--- src/rtl/rtc_pkg.sv ---
// Shared widths, BCD limits and the load-range check for the real-time-clock counter.
package rtc_pkg;

  localparam int DIGIT_W = 4;
  localparam int TIME_W  = 8;

  typedef logic [DIGIT_W-1:0] bcd_digit_t;
  typedef logic [TIME_W-1:0]  bcd_time_t;

  localparam bcd_time_t SEC_MAX = 8'h59;
  localparam bcd_time_t MIN_MAX = 8'h59;
  localparam bcd_time_t H24_MAX = 8'h23;
  localparam bcd_time_t H12_MAX = 8'h12;
  localparam bcd_time_t H12_MIN = 8'h01;

  // Both nibbles must be decimal digits; packed BCD then compares correctly as binary.
  function automatic logic bcd_valid(input bcd_time_t value, input bcd_time_t max);
    return (value[7:4] <= 4'd9) && (value[3:0] <= 4'd9) && (value <= max);
  endfunction

endpackage

--- src/rtl/bcd_digit_counter.sv ---
// Single BCD digit: counts 0..MAX on en, parallel load on ld, carry when wrapping.
module bcd_digit_counter
  import rtc_pkg::*;
#(
  parameter bcd_digit_t MAX       = 4'd9,
  parameter bcd_digit_t RESET_VAL = 4'd0
) (
  input  logic       clk,
  input  logic       reset,
  input  logic       en,
  input  logic       ld,
  input  bcd_digit_t ld_val,
  output bcd_digit_t q,
  output logic       carry
);

  always_ff @(posedge clk) begin
    if (reset) begin
      q <= RESET_VAL;
    end else if (ld) begin
      q <= ld_val;
    end else if (en) begin
      q <= (q == MAX) ? 4'd0 : q + 4'd1;
    end
  end

  assign carry = en & (q == MAX);

endmodule

--- src/rtl/bcd_time_counter.sv ---
// hh:mm:ss packed-BCD clock advanced by rising edges of the 1 Hz divider output.
module bcd_time_counter
  import rtc_pkg::*;
#(
  parameter bit MODE_24H = 1'b1
) (
  input  logic      clk,
  input  logic      reset,
  input  logic      sec_in,
  input  logic      run,
  input  logic      load,
  input  bcd_time_t load_hh,
  input  bcd_time_t load_mm,
  input  bcd_time_t load_ss,
  input  logic      load_pm,
  output bcd_time_t hh,
  output bcd_time_t mm,
  output bcd_time_t ss,
  output logic      pm,
  output logic      day_wrap,
  output logic      load_err
);

  localparam bcd_digit_t H1_MAX = MODE_24H ? 4'd2 : 4'd1;
  localparam bcd_digit_t H1_RST = MODE_24H ? 4'd0 : 4'd1;
  localparam bcd_digit_t H0_RST = MODE_24H ? 4'd0 : 4'd2;

  logic       sec_prev;
  logic       tick, adv;
  logic       hh_ok, load_ok;
  logic       hour_inc, hour_wrap, pm_toggle, wrap_day;
  logic       h_ld;
  bcd_time_t  h_ld_val, wrap_val;
  bcd_digit_t s0, s1, m0, m1, h0, h1;
  logic       s0_carry, s1_carry, m0_carry, m1_carry, h0_carry;
  logic       unused_h1_carry;
  logic       pm_q;

  assign tick = sec_in & ~sec_prev & run;
  // A load owns the edge: any coincident tick is dropped, valid or not.
  assign adv  = tick & ~load;

  assign hh_ok   = MODE_24H ? bcd_valid(load_hh, H24_MAX)
                            : (bcd_valid(load_hh, H12_MAX) && (load_hh >= H12_MIN));
  assign load_ok = load & hh_ok & bcd_valid(load_mm, MIN_MAX) & bcd_valid(load_ss, SEC_MAX);

  assign hh       = {h1, h0};
  assign mm       = {m1, m0};
  assign ss       = {s1, s0};
  assign pm       = pm_q;

  assign hour_inc  = m1_carry;
  assign hour_wrap = hour_inc & (hh == (MODE_24H ? H24_MAX : H12_MAX));
  assign wrap_val  = MODE_24H ? 8'h00 : H12_MIN;
  assign pm_toggle = ~MODE_24H & hour_inc & (hh == 8'h11);
  // 12 h mode starts a new day on 11 PM -> 12 AM, not on the 12 -> 01 wrap.
  assign wrap_day  = MODE_24H ? hour_wrap : (pm_toggle & pm_q);

  assign h_ld     = load_ok | hour_wrap;
  assign h_ld_val = load_ok ? load_hh : wrap_val;

  bcd_digit_counter #(.MAX(4'd9), .RESET_VAL(4'd0)) u_s0 (
    .clk(clk), .reset(reset), .en(adv), .ld(load_ok), .ld_val(load_ss[3:0]),
    .q(s0), .carry(s0_carry)
  );

  bcd_digit_counter #(.MAX(4'd5), .RESET_VAL(4'd0)) u_s1 (
    .clk(clk), .reset(reset), .en(s0_carry), .ld(load_ok), .ld_val(load_ss[7:4]),
    .q(s1), .carry(s1_carry)
  );

  bcd_digit_counter #(.MAX(4'd9), .RESET_VAL(4'd0)) u_m0 (
    .clk(clk), .reset(reset), .en(s1_carry), .ld(load_ok), .ld_val(load_mm[3:0]),
    .q(m0), .carry(m0_carry)
  );

  bcd_digit_counter #(.MAX(4'd5), .RESET_VAL(4'd0)) u_m1 (
    .clk(clk), .reset(reset), .en(m0_carry), .ld(load_ok), .ld_val(load_mm[7:4]),
    .q(m1), .carry(m1_carry)
  );

  // Hours count freely as decimal; the 23->00 / 12->01 wrap is forced through ld.
  bcd_digit_counter #(.MAX(4'd9), .RESET_VAL(H0_RST)) u_h0 (
    .clk(clk), .reset(reset), .en(hour_inc), .ld(h_ld), .ld_val(h_ld_val[3:0]),
    .q(h0), .carry(h0_carry)
  );

  bcd_digit_counter #(.MAX(H1_MAX), .RESET_VAL(H1_RST)) u_h1 (
    .clk(clk), .reset(reset), .en(h0_carry), .ld(h_ld), .ld_val(h_ld_val[7:4]),
    .q(h1), .carry(unused_h1_carry)
  );

  always_ff @(posedge clk) begin
    sec_prev <= sec_in;
    if (reset) begin
      pm_q     <= 1'b0;
      day_wrap <= 1'b0;
      load_err <= 1'b0;
    end else begin
      day_wrap <= wrap_day;
      load_err <= load & ~load_ok;
      if (load_ok) begin
        pm_q <= MODE_24H ? 1'b0 : load_pm;
      end else if (pm_toggle) begin
        pm_q <= ~pm_q;
      end
    end
  end

endmodule

--- config.mk ---
export PLATFORM = sky130hd
export DESIGN_NAME = bcd_time_counter
export DESIGN_NICKNAME = d
export VERILOG_FILES = /design/src/rtl/rtc_pkg.sv /design/src/rtl/bcd_digit_counter.sv /design/src/rtl/bcd_time_counter.sv
export SDC_FILE = /design/constraint.sdc
export NUM_CORES = 1
export LEC_CHECK = 0
export BUFFER_PORTS_ARGS = -buffer_cell sky130_fd_sc_hd__buf_2
export CORE_ASPECT_RATIO = 1.4
export CORE_MARGIN = 5
export CORE_UTILIZATION = 53
export CTS_CLUSTER_DIAMETER = 100
export DETAILED_ROUTE_END_ITERATION = 12
export PLACE_DENSITY_LB_ADDON = 0.3
export SKIP_CTS_REPAIR_TIMING = 1
export SLEW_MARGIN = 10
export SYNTH_ARGS = -nofsm -noshare
export SYNTH_HDL_FRONTEND = slang
export SYNTH_SLANG_ARGS = --single-unit
--- constraint.sdc ---
create_clock -name clk -period 2.8 [get_ports clk]
set_input_delay 0.56 -clock clk [delete_from_list [all_inputs] [get_ports clk]]
set_output_delay 0.56 -clock clk [all_outputs]
set_load 0.02 [all_outputs]
# Word-level counts from Yosys, hierarchy flattened
# Index checks and enable logic that the tools add are counted.
# op_classes
reduce_logical	12
order_cmp	9
n_eq_ne	7
muxes	19
n_addsub	6
bitwise	17
# ops
operator	count
4-bit two-way mux	18
4-bit by 1-bit adder with 4-bit output, second input constant	6
4-bit <= comparator, second input constant	6
8-bit by 7-bit <= comparator with 1-bit output, second input constant	2
1-bit AND	13
4-bit == test, second input constant	3
2-bit nonzero test	6
4-bit by 3-bit == test with 1-bit output, second input constant	2
8-bit by 6-bit == test with 1-bit output, second input constant	1
8-bit by 6-bit <= comparator with 1-bit output, second input constant	1
8-bit two-way mux	1
1-bit logical AND	6
4-bit by 2-bit == test with 1-bit output, second input constant	1
1-bit NOT	3
1-bit OR	1
# word_totals
register_bits	27
inputBits	30

# Depth between registers and ports, before layout
# logic_depth
word_depth	11
ltp_mapped	6
depth_no_buf	5

# By module
# Synthesis repeated with hierarchy kept, for this count alone.
# unflattened
cells_unflattened	190
hier_area_um2	1646.6
# by_module_without_submodules
module	instances	cells_each	area_each_um2
bcd_digit_counter (u_h0 ...)	3	28	245.2
bcd_digit_counter (u_m1 ...)	2	26	222.7
bcd_time_counter	1	29	249.0
bcd_digit_counter (u_h1)	1	25	216.5

# Worst setup path before layout
# OpenSTA, ideal clock, no wires.
# synth_timing
path_type	input to register
startpoint	in load
endpoint	reg u_m0.q[1]
path_slack_ns	0.950
arrival_ns	1.759
path_buffers	1
setup_time_ns	0.091
t_required_ns	2.709
path_stages	6
cell_sequence	and4bb_2 -> buf_4 -> and3_1 -> nand2_1 -> or3_1 -> a311oi_1
# synth_between
elab_chain_len	5
# synth_lines
item	line	source
from (decl)	bcd_time_counter.sv:11	input logic load,
1-bit NOT	bcd_time_counter.sv:41	assign adv = tick & ~load;
1-bit AND	bcd_time_counter.sv:41	
1-bit AND (2 in a row)	bcd_digit_counter.sv:27	assign carry = en & (q == MAX);
2-bit nonzero test (no line)	n/a	
to (signal assigned)	bcd_digit_counter.sv:21	q <= ld_val;
to (signal assigned)	bcd_digit_counter.sv:23	q <= (q == MAX) ? 4'd0 : q + 4'd1;
to (decl)	bcd_digit_counter.sv:13	output bcd_digit_t q,
# Parallel ways exist; a longest one is shown, timed or not.
# A chain may end at the register's enable or synchronous reset.

# Worst setup path after layout
# layout_timing
startpoint	in load
endpoint	reg u_h1.q[3]
# layout_between
elab_chain_len	9
# layout_lines
item	line	source
1-bit NOT	bcd_time_counter.sv:41	
1-bit AND	bcd_time_counter.sv:41	
1-bit AND (4 in a row)	bcd_digit_counter.sv:27	
1-bit AND	bcd_time_counter.sv:53	assign hour_wrap = hour_inc & (hh == (MODE_24H ? H24_MAX : H12_MAX));
1-bit OR	bcd_time_counter.sv:59	assign h_ld = load_ok | hour_wrap;
4-bit two-way mux / 2-bit nonzero test (equally long branches)	n/a	
to (signal assigned)	bcd_digit_counter.sv:21	
to (signal assigned)	bcd_digit_counter.sv:23	
to (decl)	bcd_digit_counter.sv:13	
# Parallel ways exist; a longest one is shown, timed or not.

==> impl_metrics.tcl <==
set metrics [dict create \
    crit_chain "buf_2 -> and4bb_2 -> nand4_2 -> nor4b_4 -> a21oi_1 -> a2111oi_2" \
    clock_skew_ns 0.00620 \
    cts-root-buf "clkbuf_8" \
    cts_buffers 3 \
    status "complete, no violations" \
    post-route-min-period_ns 2.00 \
    cts-htree-levels 1 \
    first_global_vias 1479 \
    leakagePower_uw 0.000796 \
    synth_area_per_cell_um2 8.05 \
    die_w_um 56.6 \
    std_cell_rows 23 \
    async_flop_share_pct 0 \
    cp_slowest_cell "and4bb_2" \
    worst_pin_slew_ns 0.547 \
    final_common_cell "buf_2" \
    hold_viol 0 \
    max_freq_mhz 501 \
    io_pins 57 \
    syn_inst 200 \
    place_area_um2 1890 \
    vias_per_cell 5.86 \
    ant_nets 0 \
    crit_type "input port to register" \
    coreArea_um2 2910 \
    n_fill_cell 286 \
    grt_usage_pct 20.0 \
    yosysWarningCount 0 \
    rsz0062_at_grt "no" \
    dieArea_um2 4250 \
    cts_buffer_depth 2 \
    antenna_found_initial 0 \
    drive_gt1_share_pct 28.5 \
    drv_cap 0 \
    ys.flop_type "dfxtp_1" \
    slew_violations 0 \
    synth_cell_types 42 \
    worstSetupEndpointType "register" \
    synth_nets 230 \
    yosysSeqAreaShare_pct 33.6 \
    wl_per_cell_um 14.2 \
    vias 1676 \
    first_pass_iters 4 \
    hold_class "input port to register" \
    synthesis.area_um2 1610 \
    grt_pass1_wl_um 6830 \
    post-route-period-util_pct 71.3 \
    place_congestion 0.849 \
    port_buffers 54 \
    tns_ns 0 \
    cts_tree "done" \
    power_density_nw_per_um2 348 \
    grt_overflow 0 \
    clock-sinks 27 \
    drtIter0Drc 53 \
    finalNetCount 280 \
    most-common-layout-cells "buf_2 (54), dfxtp_1 (27), nor2_1 (21)" \
    ys_ff_latch 27 \
    antenna_cells 0 \
    worst-endpoint-required_ns 2.98 \
    start_util_pct 55.4 \
    final_cell_area_um2 1940 \
    grt_max_degree 27 \
    wirelength_um 4060 \
    cp-start-kind "input port" \
    setup_violations 0 \
    relSlewSlack_pct 63.5 \
    ir_drop_mv 0.243 \
    drc 0 \
    path_max_fanout 11 \
    area_growth_pct 20.6 \
    worstPathArrival_ns 2.18 \
    dp.final_hpwl_um 3050 \
    slowest_delay_ns 0.44 \
    clkTransAtPathRegs_ns 0.10 \
    chipHeight_um 75.2 \
    clk_latency_ns 0.28 \
    synth_edf_count 0 \
]
[worst max-delay path: cells and delay by family]
family | cells | cell delay, ns
simple gates | 3 | 1.01
compound gates | 2 | 0.49
buf+inv | 1 | 0.11
[report_power, final]
| part | internal [uW] | leakage [uW] | switching, uW |
|---|---|---|---|
| Sequential | 388 | 0.000218 | 4.29 |
| Clock | 101 | 0.0000217 | 126 |
| Combinational | 24.8 | 0.000556 | 30.9 |
| Total | 514 | 0.000796 | 162 |
[sequential cells by signal (all words and copies together), names as in the netlist]
name	count
u_h0.q	4
u_h1.q	4
u_m0.q	4
u_m1.q	4
u_s0.q	4
u_s1.q	4
day_wrap	1
load_err	1
sec_prev	1
[layer usage]
| layer | global-route usage [%] | vias up | share of wire, % |
|---|---|---|---|
| li1 | - | 840 | - |
| met4 | 7.92 | 0 | 1.9 |
| met3 | 2.74 | 10 | 6.4 |
| met2 | 33.3 | 48 | 47 |
| met1 | 26.2 | 778 | 45 |
| met5 | 0 | - | 0 |
[final timing paths]
path / start / end / slack [ns] / cells past startpoint
worst max register to register: u_h1.q[1] / u_h1.q[3] / 0.84 / 5
worst min-delay path: sec_in / sec_prev / 0.39 / 1
worst max-delay path: load / u_h1.q[3] / 0.80 / 6
worst min register to register: u_m1.q[2] / u_m1.q[2] / 0.54 / 2
[Yosys cell counts, types with 4 or more instances]
library cell / instances / area [um^2]
and3_1: 5 / 31.3
clkbuf_1: 8 / 30.0
nor2b_1: 10 / 62.6
nor2_1: 21 / 78.8
nor3_1: 4 / 20.0
o21ai_0: 12 / 60.1
inv_1: 6 / 22.5
a311oi_1: 6 / 52.6
and4bb_2: 4 / 50.1
nor3b_1: 4 / 30.0
mux2i_1: 4 / 40.0
nand3_1: 13 / 65.1
a21oi_1: 14 / 70.1
nand3b_1: 4 / 30.0
nand2_1: 14 / 52.6
a211oi_1: 8 / 60.1
dfxtp_1: 27 / 541
[cell type report]
type | count | area, um^2 | share of cell area, %
multi-input combinational | 156 | 997 | 51.4
timing repair buffer | 56 | 285 | 14.7
tap | 37 | 46.3 | 2.39
sequential | 27 | 541 | 27.9
inverter | 6 | 22.5 | 1.16
clock buffer | 3 | 41.3 | 2.13
clock inverter | 1 | 7.51 | 0.387
[cell families after synthesis]
| family | Yosys count | synth area share (%) |
|---|---|---|
| other cells | 1 | 0.233 |
| flops | 27 | 33.6 |
| buf+inv | 17 | 4.43 |
| mux | 4 | 2.49 |
| compound gates | 52 | 21.5 |
| simple gates | 94 | 35.0 |
| xor+xnor | 5 | 2.72 |
[stage by stage]
| step | setup WS, ns | utilization [%] | instances | hold WS, ns | total power [uW] |
|---|---|---|---|---|---|
| 2_1_floorplan | 0.950 | - | 200 | 0.586 | 427 |
| 3_3_place_gp | 0.557 | 65.1 | 282 | 0.516 | 456 |
| 3_5_place_dp | 0.503 | 65.1 | 282 | 0.522 | 457 |
| 4_1_cts | 0.793 | 66.8 | 286 | 0.389 | 680 |
| 5_1_grt | 0.652 | 66.8 | 286 | 0.384 | 702 |
| 6_report | 0.803 | 66.8 | 286 | 0.390 | 676 |
Power figures use the tool's default switching activity.
